**src/rtl/servo_ctrl_pkg.sv**
```systemverilog
// servo_ctrl_pkg
// Shared definitions for the dispenser servo controller:
//   - state_e      : controller state encoding (IDLE / EXTEND / RETRACT)
//   - TIMER_W      : width of the shared phase timer
//   - ms_to_cycles : converts a duration in ms to clock cycles
package servo_ctrl_pkg;

  localparam int TIMER_W = 32;

  typedef enum logic [1:0] {
    ST_IDLE    = 2'd0,
    ST_EXTEND  = 2'd1,
    ST_RETRACT = 2'd2
  } state_e;

  // Whole kHz first so that the product stays exact for round clock rates.
  function automatic longint unsigned ms_to_cycles(input longint unsigned clk_freq,
                                                   input longint unsigned ms);
    return (clk_freq / 64'd1000) * ms;
  endfunction

endpackage

```
**src/rtl/dispense_timer.sv**
```systemverilog
// dispense_timer
// Loadable up-counter shared by the EXTEND and RETRACT phases.
// Ports:
//   clk, rst   : clock, synchronous active-high reset
//   clear      : force the count to zero (highest priority)
//   load       : load load_value into the count
//   load_value : value loaded when load is high
//   enable     : count up by one per cycle
//   term_cnt   : phase length in cycles (must be >= 1)
//   expire     : high on the final cycle of the phase (count == term_cnt-1)
module dispense_timer
  import servo_ctrl_pkg::*;
(
  input  logic               clk,
  input  logic               rst,
  input  logic               clear,
  input  logic               load,
  input  logic [TIMER_W-1:0] load_value,
  input  logic               enable,
  input  logic [TIMER_W-1:0] term_cnt,
  output logic               expire
);

  logic [TIMER_W-1:0] count_q;
  logic [TIMER_W-1:0] count_d;

  // Next count: clear beats load, load beats counting.
  always_comb begin
    count_d = count_q;
    if (clear) begin
      count_d = '0;
    end else if (load) begin
      count_d = load_value;
    end else if (enable) begin
      count_d = count_q + TIMER_W'(1);
    end
  end

  // Count register.
  always_ff @(posedge clk) begin
    if (rst) begin
      count_q <= '0;
    end else begin
      count_q <= count_d;
    end
  end

  // Flag the last cycle of the phase so the owner can switch phase on that edge.
  assign expire = enable && (count_q == (term_cnt - TIMER_W'(1)));

endmodule

```
**src/rtl/servo_dispense_ctrl.sv**
```systemverilog
// servo_dispense_ctrl
// Drives one dispenser servo through push/retract cycles until the requested
// number of items has been released.
// Ports:
//   clk, rst        : clock, synchronous active-high reset
//   req_valid       : request valid (held by the requester until accepted)
//   req_qty         : number of items, sampled on accept
//   req_ready       : controller is idle and can accept a request
//   position_select : 1 = push (180 deg), 0 = rest (0 deg)
//   busy            : a dispense sequence is running
//   items_left      : items remaining including the one in progress
//   done            : one-cycle pulse when a request completes
//   total_dispensed : saturating count of completed pushes
//                     (only when SERVO_DISPENSE_TOTAL_EN is defined)
// Optional build macro: SERVO_DISPENSE_TOTAL_EN
module servo_dispense_ctrl
  import servo_ctrl_pkg::*;
#(
  parameter int unsigned CLK_FREQ  = 50_000_000,
  parameter int unsigned HOLD_MS   = 500,
  parameter int unsigned RETURN_MS = 500,
  parameter int          QTY_W     = 4
) (
  input  logic             clk,
  input  logic             rst,
  input  logic             req_valid,
  input  logic [QTY_W-1:0] req_qty,
  output logic             req_ready,
  output logic             position_select,
  output logic             busy,
  output logic [QTY_W-1:0] items_left,
`ifdef SERVO_DISPENSE_TOTAL_EN
  output logic [15:0]      total_dispensed,
`endif
  output logic             done
);

  localparam longint unsigned HOLD_CNT_L = ms_to_cycles(64'(CLK_FREQ), 64'(HOLD_MS));
  localparam longint unsigned RET_CNT_L  = ms_to_cycles(64'(CLK_FREQ), 64'(RETURN_MS));
  localparam logic [TIMER_W-1:0] HOLD_CNT = HOLD_CNT_L[TIMER_W-1:0];
  localparam logic [TIMER_W-1:0] RET_CNT  = RET_CNT_L[TIMER_W-1:0];

  // Both phase lengths must be at least one cycle and fit the timer.
  if (HOLD_CNT_L < 64'd1 || HOLD_CNT_L > 64'hFFFF_FFFF) begin : g_bad_hold
    $error("servo_dispense_ctrl: HOLD_CNT must be in 1..2^32-1");
  end
  if (RET_CNT_L < 64'd1 || RET_CNT_L > 64'hFFFF_FFFF) begin : g_bad_ret
    $error("servo_dispense_ctrl: RET_CNT must be in 1..2^32-1");
  end

  state_e           state_q, state_d;
  logic [QTY_W-1:0] items_left_q, items_left_d;
  logic             done_q, done_d;
  logic             position_select_q, position_select_d;
  logic             busy_q, busy_d;
  logic             req_ready_q, req_ready_d;
  logic             accept;
  logic             timer_expire;
  logic             timer_clear;
  logic             timer_enable;
  logic [TIMER_W-1:0] timer_term;
`ifdef SERVO_DISPENSE_TOTAL_EN
  logic [15:0]      total_q, total_d;
`endif

  assign accept = req_valid && req_ready_q;

  // One timer serves both motion phases; it restarts whenever the phase
  // changes and sits at zero while idle.
  assign timer_enable = (state_q != ST_IDLE);
  assign timer_clear  = (state_q == ST_IDLE) || timer_expire;
  assign timer_term   = (state_q == ST_EXTEND) ? HOLD_CNT : RET_CNT;

  dispense_timer u_timer (
    .clk        (clk),
    .rst        (rst),
    .clear      (timer_clear),
    .load       (1'b0),
    .load_value ('0),
    .enable     (timer_enable),
    .term_cnt   (timer_term),
    .expire     (timer_expire)
  );

  // State and registered outputs. Reset drops the servo to rest immediately
  // and throws away any partially completed request without a done pulse.
  always_ff @(posedge clk) begin
    if (rst) begin
      state_q           <= ST_IDLE;
      items_left_q      <= '0;
      done_q            <= 1'b0;
      position_select_q <= 1'b0;
      busy_q            <= 1'b0;
      req_ready_q       <= 1'b1;
`ifdef SERVO_DISPENSE_TOTAL_EN
      total_q           <= '0;
`endif
    end else begin
      state_q           <= state_d;
      items_left_q      <= items_left_d;
      done_q            <= done_d;
      position_select_q <= position_select_d;
      busy_q            <= busy_d;
      req_ready_q       <= req_ready_d;
`ifdef SERVO_DISPENSE_TOTAL_EN
      total_q           <= total_d;
`endif
    end
  end

  // Next-state logic. A zero-quantity request completes on the spot; otherwise
  // each item is one EXTEND phase followed by one RETRACT phase, and the item
  // count drops on the last RETRACT cycle.
  always_comb begin
    state_d      = state_q;
    items_left_d = items_left_q;
    done_d       = 1'b0;
`ifdef SERVO_DISPENSE_TOTAL_EN
    total_d      = total_q;
`endif
    unique case (state_q)
      ST_IDLE: begin
        if (accept) begin
          if (req_qty != '0) begin
            items_left_d = req_qty;
            state_d      = ST_EXTEND;
          end else begin
            done_d = 1'b1;
          end
        end
      end
      ST_EXTEND: begin
        if (timer_expire) begin
          state_d = ST_RETRACT;
        end
      end
      ST_RETRACT: begin
        if (timer_expire) begin
          if (items_left_q != '0) begin
            items_left_d = items_left_q - QTY_W'(1);
          end
`ifdef SERVO_DISPENSE_TOTAL_EN
          if (total_q != 16'hFFFF) begin
            total_d = total_q + 16'd1;
          end
`endif
          if (items_left_q <= QTY_W'(1)) begin
            state_d = ST_IDLE;
            done_d  = 1'b1;
          end else begin
            state_d = ST_EXTEND;
          end
        end
      end
      default: begin
        state_d = ST_IDLE;
      end
    endcase
  end

  // Outputs decoded from the next state so that they line up with the state
  // they describe from its very first cycle.
  always_comb begin
    position_select_d = (state_d == ST_EXTEND);
    busy_d            = (state_d != ST_IDLE);
    req_ready_d       = (state_d == ST_IDLE);
  end

  assign req_ready       = req_ready_q;
  assign position_select = position_select_q;
  assign busy            = busy_q;
  assign items_left      = items_left_q;
  assign done            = done_q;
`ifdef SERVO_DISPENSE_TOTAL_EN
  assign total_dispensed = total_q;
`endif

endmodule
```
**config.mk**
```make
export PLATFORM = sky130hd
export DESIGN_NAME = servo_dispense_ctrl
export DESIGN_NICKNAME = d
export VERILOG_FILES = /design/src/rtl/servo_ctrl_pkg.sv /design/src/rtl/dispense_timer.sv /design/src/rtl/servo_dispense_ctrl.sv
export SDC_FILE = /design/constraint.sdc
export NUM_CORES = 1
export LEC_CHECK = 0
export ABC_AREA = 1
export BUFFER_PORTS_ARGS = -buffer_cell sky130_fd_sc_hd__buf_2
export CORE_MARGIN = 3
export CORE_UTILIZATION = 48
export CTS_BUF_LIST = sky130_fd_sc_hd__clkbuf_16
export DETAILED_ROUTE_END_ITERATION = 8
export GPL_TIMING_DRIVEN = 1
export PLACE_DENSITY_LB_ADDON = 0.3
export SYNTH_ARGS = -nofsm -noshare
export SYNTH_HDL_FRONTEND = slang
export SYNTH_SLANG_ARGS = --single-unit
```
**constraint.sdc**
```tcl
create_clock -name clk -period 1.75 [get_ports clk]
set_input_delay 0.0875 -clock clk [delete_from_list [all_inputs] [get_ports clk]]
set_output_delay 0.0875 -clock clk [all_outputs]
set_load 0.05 [all_outputs]
```
Word-level counts from Yosys, hierarchy flattened
Cells that the tools add are included.
W data, S select, Z words.
Word-level totals
  output and inout port bits: 8
  register bits: 42
  input port bits: 7
  word-level logic and storage cells: 46
Operators by class
  order comparisons: 1
  reduce and logical (&&, ||, !) cells: 12
  eq/ne operators: 8
  add/sub/neg operators: 2
  multiplexer cells: 16
Operator list (count)
  $add A32 B1 Y32 const B: 1
  $eq A32 B25 Y1 const B: 1
  $mux W4: 4
  $mux W2: 4
  $pmux W4 S2: 1
  $reduce_bool A4 Y1: 2
  $ne A2 B2 Y1 const B: 3
  $pmux W2 S3: 1
  $reduce_bool A2 Y1: 3
  $mux W1: 5
  $reduce_and A5 Y1: 1
  $eq A2 B1 Y1 const B: 2
  $le A4 B1 Y1 const B: 1
  $logic_not A2 Y1: 2
  $sub A4 B1 Y4 const B: 1
  $eq A2 B2 Y1 const B: 1
  $logic_and A1 B1 Y1: 2
  $ne A2 B1 Y1 const B: 1
  $pmux W1 S2: 1
  $reduce_or A2 Y1: 1
  $logic_or A1 B1 Y1: 1

Longest topological paths before layout
Gate-level depths: netlist of the first run.
  word-level depth: 5
  mapped depth: 11
  gate-level depth less buffers: 11

By module
Synthesis of the first run repeated with hierarchy kept, for this count alone.
Second synthesis, totals
  cell total of the unflattened synthesis: 682
  area, all modules: 4063.9 µm²
Modules (own cells, without submodules)
  dispense_timer: area an instance 3514.6 µm², cells each 600, sequential area each 640.6 µm², times used 1
  servo_dispense_ctrl: area an instance 549.3 µm², cells each 82, sequential area each 200.2 µm², times used 1

Worst setup path before layout of the first run
OpenSTA, ideal clock, no wires.
  kind: register -> register
  from: register items_left_q[0] (netlist: items_left[0])
  to: register items_left_q[2] (netlist: items_left[2])
  period minus slack after synthesis: 1747 ps
  cell stages (with the launch flop): 9
  setup time: 117 ps
  required time: 1633 ps
  path slack: 3 ps
  arrival time: 1630 ps
  path buffers: 0
  path through: dfxtp_1 > inv_1 > ha_1 > a21oi_1 > nor2_1 > nor2_2 > nand3_1 > nand2_1 > nor2_1
Between the ends
  cells in the longest elaborated chain, start to end: 4
  elaborated cells on any way between the ends: 7
  classes of those cells: add/sub (1); eq/ne (1); mux (3); reduce/logical (2)
RTL lines
  from (decl): RTL line servo_dispense_ctrl.sv:52  | logic [QTY_W-1:0] items_left_q, items_left_d;
  from (signal assigned): RTL line servo_dispense_ctrl.sv:100  | items_left_q <= items_left_d;
  $sub A4 B1 Y4: RTL line servo_dispense_ctrl.sv:140  | items_left_d = items_left_q - QTY_W'(1);
  $mux W4: RTL line servo_dispense_ctrl.sv:139  | if (items_left_q != '0) begin
  $mux W4: RTL line servo_dispense_ctrl.sv:138  | if (timer_expire) begin
  $pmux W4 S2: RTL line servo_dispense_ctrl.sv:121  | unique case (state_q)
Several ways; a longest one is shown, not always the timed one. The select of a mux whose other input is x is not followed.
A chain may end at the register's enable or synchronous reset.

Final worst setup path of the first run
  from: register u_timer.count_q[1]
  to: register u_timer.count_q[18]
Between the ends
  cells in the longest elaborated chain, start to end: 4
  elaborated cells on any way between the ends: 5
  classes of those cells: add/sub (1); eq/ne (1); reduce/logical (3)
RTL lines
  from (decl): RTL line dispense_timer.sv:24  | logic [TIMER_W-1:0] count_q;
  from (signal assigned): RTL line dispense_timer.sv:44  | count_q <= count_d;
  branches (longest 4 deep; another with $add A32 B1 Y32)
Several ways; the timed one is not identified.

==> results.txt, run 1 <==
element type at the critical path end: flop
initial antenna violation count: 0
R2R cell count: 8
Min-Delay Path Class: in2reg
Worst-Margin Slew: 0.430 ns
CTS tree: yes
io pins: 15
Syn Area/Cell: 6.23 sq um
CP startpoint: u_timer.count_q[1]
Hold Startpoint: req_qty[1]
most frequent cells in the layout: nand2_1 (109), nor2_1 (82), inv_1 (54)
layout cells sized above 1: 0.139
hold_buf cts: 0
busiest metal layer after global routing: met2
Cell Rows: 25
Post-Syn Instances: 408
DP Wirelength: 4450 microns
TritonCTS buffer count: 5
worst hold stages: 4
Num Clock Sinks: 42
core area: 4910 sq um
Final min period: 1.61 ns
diodes inserted: 0
commonest non-fill, non-tap cell in the layout: nand2_1
fillers: 471
crit path kind: reg2reg
final core utilization: 0.594
die width: 78.7 microns
VDD IR max: 0.498 mV
Total Power: 0.00213 W
Initial DRC Count: 162
status: completed
clk_lat worst skew: 0.29 ns
GRT met1 Usage: 0.275
DIE AREA: 6200 sq um
FF-to-FF Start: u_timer.count_q[1]
Tot GR Track Use: 0.211
Max Cap Viol: 0
Vias/cell: 4.95
Post-Syn Area: 2540 sq um
RePlAce Congestion: 0.900
Power Dens Cells: 730 nW/um^2
crit share post-route: 0.922
Synthesized Nets: 419
Critical Path AT: 1.84 ns
chip height: 78.7 microns
Worst EP required: 1.98 ns
Hold Vio Cnt, Final: 0
Max Slew Vio Count: 0
Max Fclk: 620 MHz
Distinct cells, synth: 30
maximum clock path buffer count: 2
Pre-antenna DRT Iters: 4
met3 Usage GRT: 0.0476
number of synthesis warnings: 0
crit path max fanout: 4
largest net degree at the start of global routing: 15
Final ANT Viol Nets: 0
Residual DRC: 0
clk slew on worst S/H paths: 0.07 ns
GR Layer Usage met2: 0.337
Starting Density: 0.517
Leak Pwr: 1.20 nW
Seq/Total Area, Yosys: 0.331
Layout area overhead: 14.9%
Slew HR: 0.710
Congestion Overflow GR: 0
Final setup viols: 0
wire length per cell: 11.7 microns
Seq cells post-synth: 42
first-pass GRT wire length: 10,500 microns
Setup Skew: 0.00846 ns
vias in the first global route: 2,350
critical path startpoint category: flop
Final nets: 443
Root Driver: clkbuf_16
via count: 2,473
I/O Buffers: 14
final WL: 5870 microns
H-tree lvl count: 2
-- metrics by stage --
| step | setup WS [ns] | area (sq um) | cells | hold slack, ns | TNS (ns) |
|---|---|---|---|---|---|
| floorplan | 0.00276 | 2540 | 408 | 0.283 | 0 |
| detailed placement | 0.136 | 2710 | 490 | 0.407 | 0 |
| CTS | 0.0893 | 2850 | 498 | 0.107 | 0 |
| global route | -0.0180 | 2920 | 500 | 0.127 | -0.0257 |
| finish | 0.136 | 2920 | 500 | 0.105 | 0 |
| global placement | 0.201 | 2710 | 490 | 0.411 | 0 |
-- registers in the layout, indices dropped and copies added, names as in the netlist --
signal and flops:
u_timer.count_q 32, items_left 4, state_q 2, busy 1, done 1, position_select 1, req_ready 1
-- timing repair --
action / in CTS / in global routing
buffers inserted: 0 / 1
endpoints found under the hold margin: 0 / 0
resized for setup: 0 / 14
setup endpoints to repair: 0 / 33
-- power by group --
part / switching (W) / internal (W) / total, W
logic: 0.000163 / 0.0000705 / 0.000234
clock network: 0.000380 / 0.000521 / 0.000901
registers: 0.0000188 / 0.000978 / 0.000997
total: 0.000562 / 0.00157 / 0.00213
-- cell usage after synthesis, drive strengths merged --
library cell / count / area share
buf: 2 / 0.0089
nor2: 95 / 0.16
a22oi: 1 / 0.0030
a21oi: 17 / 0.033
ha: 4 / 0.020
nand4: 8 / 0.020
xor2: 4 / 0.014
inv: 57 / 0.084
o21ai: 4 / 0.0079
nand3b: 1 / 0.0030
o21a: 2 / 0.0059
nor4: 1 / 0.0025
nand3: 30 / 0.068
xnor2: 4 / 0.014
or2: 7 / 0.017
o21bai: 1 / 0.0030
nand2: 115 / 0.18
nor3b: 3 / 0.0089
clkinv: 1 / 0.0015
dfxtp: 42 / 0.33
nor3: 9 / 0.020
-- worst paths after layout --
| path | endpoint | slack [ns] |
|---|---|---|
| setup / recovery | u_timer.count_q[18] | 0.14 |
| hold / removal | done | 0.10 |
| setup reg to reg | u_timer.count_q[18] | 0.14 |
| hold reg to reg | u_timer.count_q[0] | 0.43 |
-- kinds of logic (layout without fill, tap and decap cells) --
kind of cell / count (synthesis) / after routing / share of synthesized area
AOI/OAI and AO/OA: 25 / 25 / 0.0532
xor gates and xnor gates: 8 / 8 / 0.0276
adders and majority gates: 4 / 4 / 0.0197
buffers and inverters: 60 / 84 / 0.0946
DFF: 42 / 42 / 0.331
and+or+nand+nor: 269 / 270 / 0.474
-- critical path: stages, from the launching register on --
cell	delay (ns)
dfxtp_1	0.35
ha_2	0.22
nand3_4	0.12
nor3_4	0.29
nand3_2	0.15
buf_4	0.17
o21bai_1	0.12
nand2_1	0.06
nor2_1	0.08
-- routing by layer --
metal	vias up	routed length, microns
li1	1312	-
met1	1087	2730
met2	61	2720
met3	13	272
met4	0	150
met5	-	0
-- layout make-up --
cell class | count | area [sq um] | share of cell area
Inverter | 58 | 218 | 0.0746
Clock buffer | 5 | 125 | 0.0429
Sequential cell | 42 | 842 | 0.288
Timing Repair Buffer | 18 | 113 | 0.0386
Clock inverter | 3 | 16.3 | 0.00557
Multi-Input combinational cell | 307 | 1520 | 0.521
Tap cell | 67 | 83.8 | 0.0287
Power figures use the tool's default switching activity.
==> inputs of run 2 (changes only) <==
- PLACE_DENSITY: unset -> 0.65
- PLACE_DENSITY_LB_ADDON: 0.3 -> unset
==> run 2 against run 1 <==
Register-to-register slack better by 0.03 ns. Sequential share of layout area is 0.22 points lower. Die area stayed put. Critical endpoint is now u_timer.count_q[4]. Via count is 0.24% higher. Non-clock buffer count is 7 higher. Core utilization is 0.46 points higher. Fmax is 2.0% higher.
==> results.txt, run 2 (synthesis gave the netlist of run 1 again) <==
RSZ-0062 raised after global routing: false
io pins: 15 (unchanged)
Starting Density: 0.517 (unchanged)
Initial DRC Count: 115 (was 162)
H-tree lvl count: 2 (unchanged)
vias in the first global route: 2,372 (was 2,350)
most frequent cells in the layout: nand2_1 (110), nor2_1 (83), inv_1 (55) (was nand2_1 (109), nor2_1 (82), inv_1 (54))
Final ANT Viol Nets: 0 (unchanged)
Residual DRC: 0 (unchanged)
busiest metal layer after global routing: met2 (unchanged)
Max Cap Viol: 0 (unchanged)
element type at the critical path end: flop (unchanged)
GRT met1 Usage: 0.278 (was 0.275)
Max Slew Vio Count: 0 (unchanged)
CTS tree: yes (unchanged)
core area: 4910 sq um (unchanged)
Min-Delay Path Class: in2reg (unchanged)
Max Fclk: 632 MHz (was 620 MHz)
first-pass GRT wire length: 10,600 microns (was 10,500 microns)
DP Wirelength: 4620 microns (was 4450 microns)
Tot GR Track Use: 0.215 (was 0.211)
via count: 2,479 (was 2,473)
Final Cell Area: 2940 sq um (was 2920 sq um)
DIE AREA: 6200 sq um (unchanged)
largest net degree at the start of global routing: 13 (was 15)
die width: 78.7 microns (unchanged)
placed inst area: 2740 sq um (was 2710 sq um)
Leak Pwr: 1.22 nW (was 1.20 nW)
Hold Vio Cnt, Final: 0 (unchanged)
diodes inserted: 0 (unchanged)
Congestion Overflow GR: 0 (unchanged)
met3 Usage GRT: 0.0351 (was 0.0476)
critical path startpoint category: flop (unchanged)
R2R cell count: 9 (was 8)
Largest register FFs: 32 (unchanged)
Final setup viols: 0 (unchanged)
Hold Startpoint: req_qty[1] (unchanged)
RePlAce Congestion: 0.891 (was 0.900)
VDD IR max: 0.480 mV (was 0.498 mV)
setup TNS: 0 ns (unchanged)
placed cell count: 495 (was 490)
Root Driver: clkbuf_16 (unchanged)
Cell Rows: 25 (unchanged)
crit share post-route: 0.905 (was 0.922)
clk slew on worst S/H paths: 0.06 ns (was 0.07 ns)
end of the worst hold path: done (unchanged)
wire length per cell: 12.0 microns (was 11.7 microns)
R2R Setup Slk: 0.17 ns (was 0.14 ns)
clk_lat worst skew: 0.28 ns (was 0.29 ns)
final WL: 6060 microns (was 5870 microns)
chip height: 78.7 microns (unchanged)
status: completed (unchanged)
worst hold stages: 4 (unchanged)
Num Clock Sinks: 42 (unchanged)
hold_buf cts: 0 (unchanged)
Cell Count, Final, Fillers Out: 506 (was 500)
RR Endpoint: u_timer.count_q[4] (was u_timer.count_q[18])
TritonCTS buffer count: 5 (unchanged)
register with the most flip-flops: u_timer.count_q (unchanged)
Pre-antenna DRT Iters: 4 (unchanged)
final core utilization: 0.599 (was 0.594)
Worst-Margin Slew: 0.412 ns (was 0.430 ns)
Setup Skew: 0.00259 ns (was 0.00846 ns)
maximum clock path buffer count: 2 (unchanged)
Power Dens Cells: 720 nW/um^2 (was 730 nW/um^2)
FF-to-FF Start: u_timer.count_q[1] (unchanged)
layout cells sized above 1: 0.141 (was 0.139)
Final min period: 1.58 ns (was 1.61 ns)
Layout area overhead: 15.8% (was 14.9%)
Critical Path AT: 1.76 ns (was 1.84 ns)
Worst EP required: 1.92 ns (was 1.98 ns)
Slew HR: 0.723 (was 0.710)
GR Layer Usage met2: 0.368 (was 0.337)
initial antenna violation count: 0 (unchanged)
Final nets: 449 (was 443)
crit path kind: reg2reg (unchanged)
Vias/cell: 4.90 (was 4.95)
I/O Buffers: 14 (unchanged)
crit path max fanout: 8 (was 4)
commonest non-fill, non-tap cell in the layout: nand2_1 (unchanged)
run 2: cell type report:
type | instances | area, sq um
Tap cell | 67 | 83.8
Fill cell | 496 | 1970
Clock inverter | 3 | 12.5
Timing Repair Buffer | 25 | 165
Clock buffer | 5 | 125
Inverter | 58 | 218
Sequential cell | 42 | 842
Multi-Input combinational cell | 306 | 1500
run 2: metal layers:
metal  share of wire  vias to the layer above
met5               0                        -
met4           0.014                        0
met3           0.049                        7
li1                -                     1330
met1            0.47                     1087
met2            0.47                       55
run 2: through the flow:
stage	setup slack, ns	hold WS (ns)	power (W)
after floorplan	0.00276	0.283	0.00119
after detailed placement	0.0639	0.417	0.00125
final	0.167	0.123	0.00212
after global placement	0.120	0.415	0.00124
after global routing	0.0127	0.163	0.00221
after CTS	0.0486	0.127	0.00212
run 2: worst max-delay path by stage:
stage / start / end / slack (ns) / depth (start not counted)
after floorplan: items_left[0] / items_left[2] / 0.003 / 8
after global placement: u_timer.count_q[0] / u_timer.count_q[26] / 0.12 / 10
after global routing: u_timer.count_q[1] / u_timer.count_q[24] / 0.01 / 10
after detailed placement: u_timer.count_q[0] / u_timer.count_q[23] / 0.06 / 10
final: u_timer.count_q[1] / u_timer.count_q[4] / 0.17 / 9
after CTS: u_timer.count_q[0] / u_timer.count_q[27] / 0.05 / 10
run 2: worst max-delay path: stages, from the launching register on:
cell and delay, ns:
dfxtp_1 0.39, ha_4 0.18, nand3_4 0.12, inv_2 0.10, nand2_1 0.06, nor2_2 0.14
nand2_2 0.11, nand3_4 0.15, buf_4 0.18, nor2_1 0.05
run 2: repair_timing:
action | 4_1_cts | 5_1_grt
endpoints found under the setup margin | 0 | 31
buffers inserted | 0 | 3
resized for setup | 0 | 8
run 2: power by group:
| part | total, W | internal (W) | switching [W] |
|---|---|---|---|
| sequential | 0.000997 | 0.000978 | 0.0000191 |
| combinational | 0.000238 | 0.0000749 | 0.000163 |
| clock | 0.000883 | 0.000516 | 0.000367 |
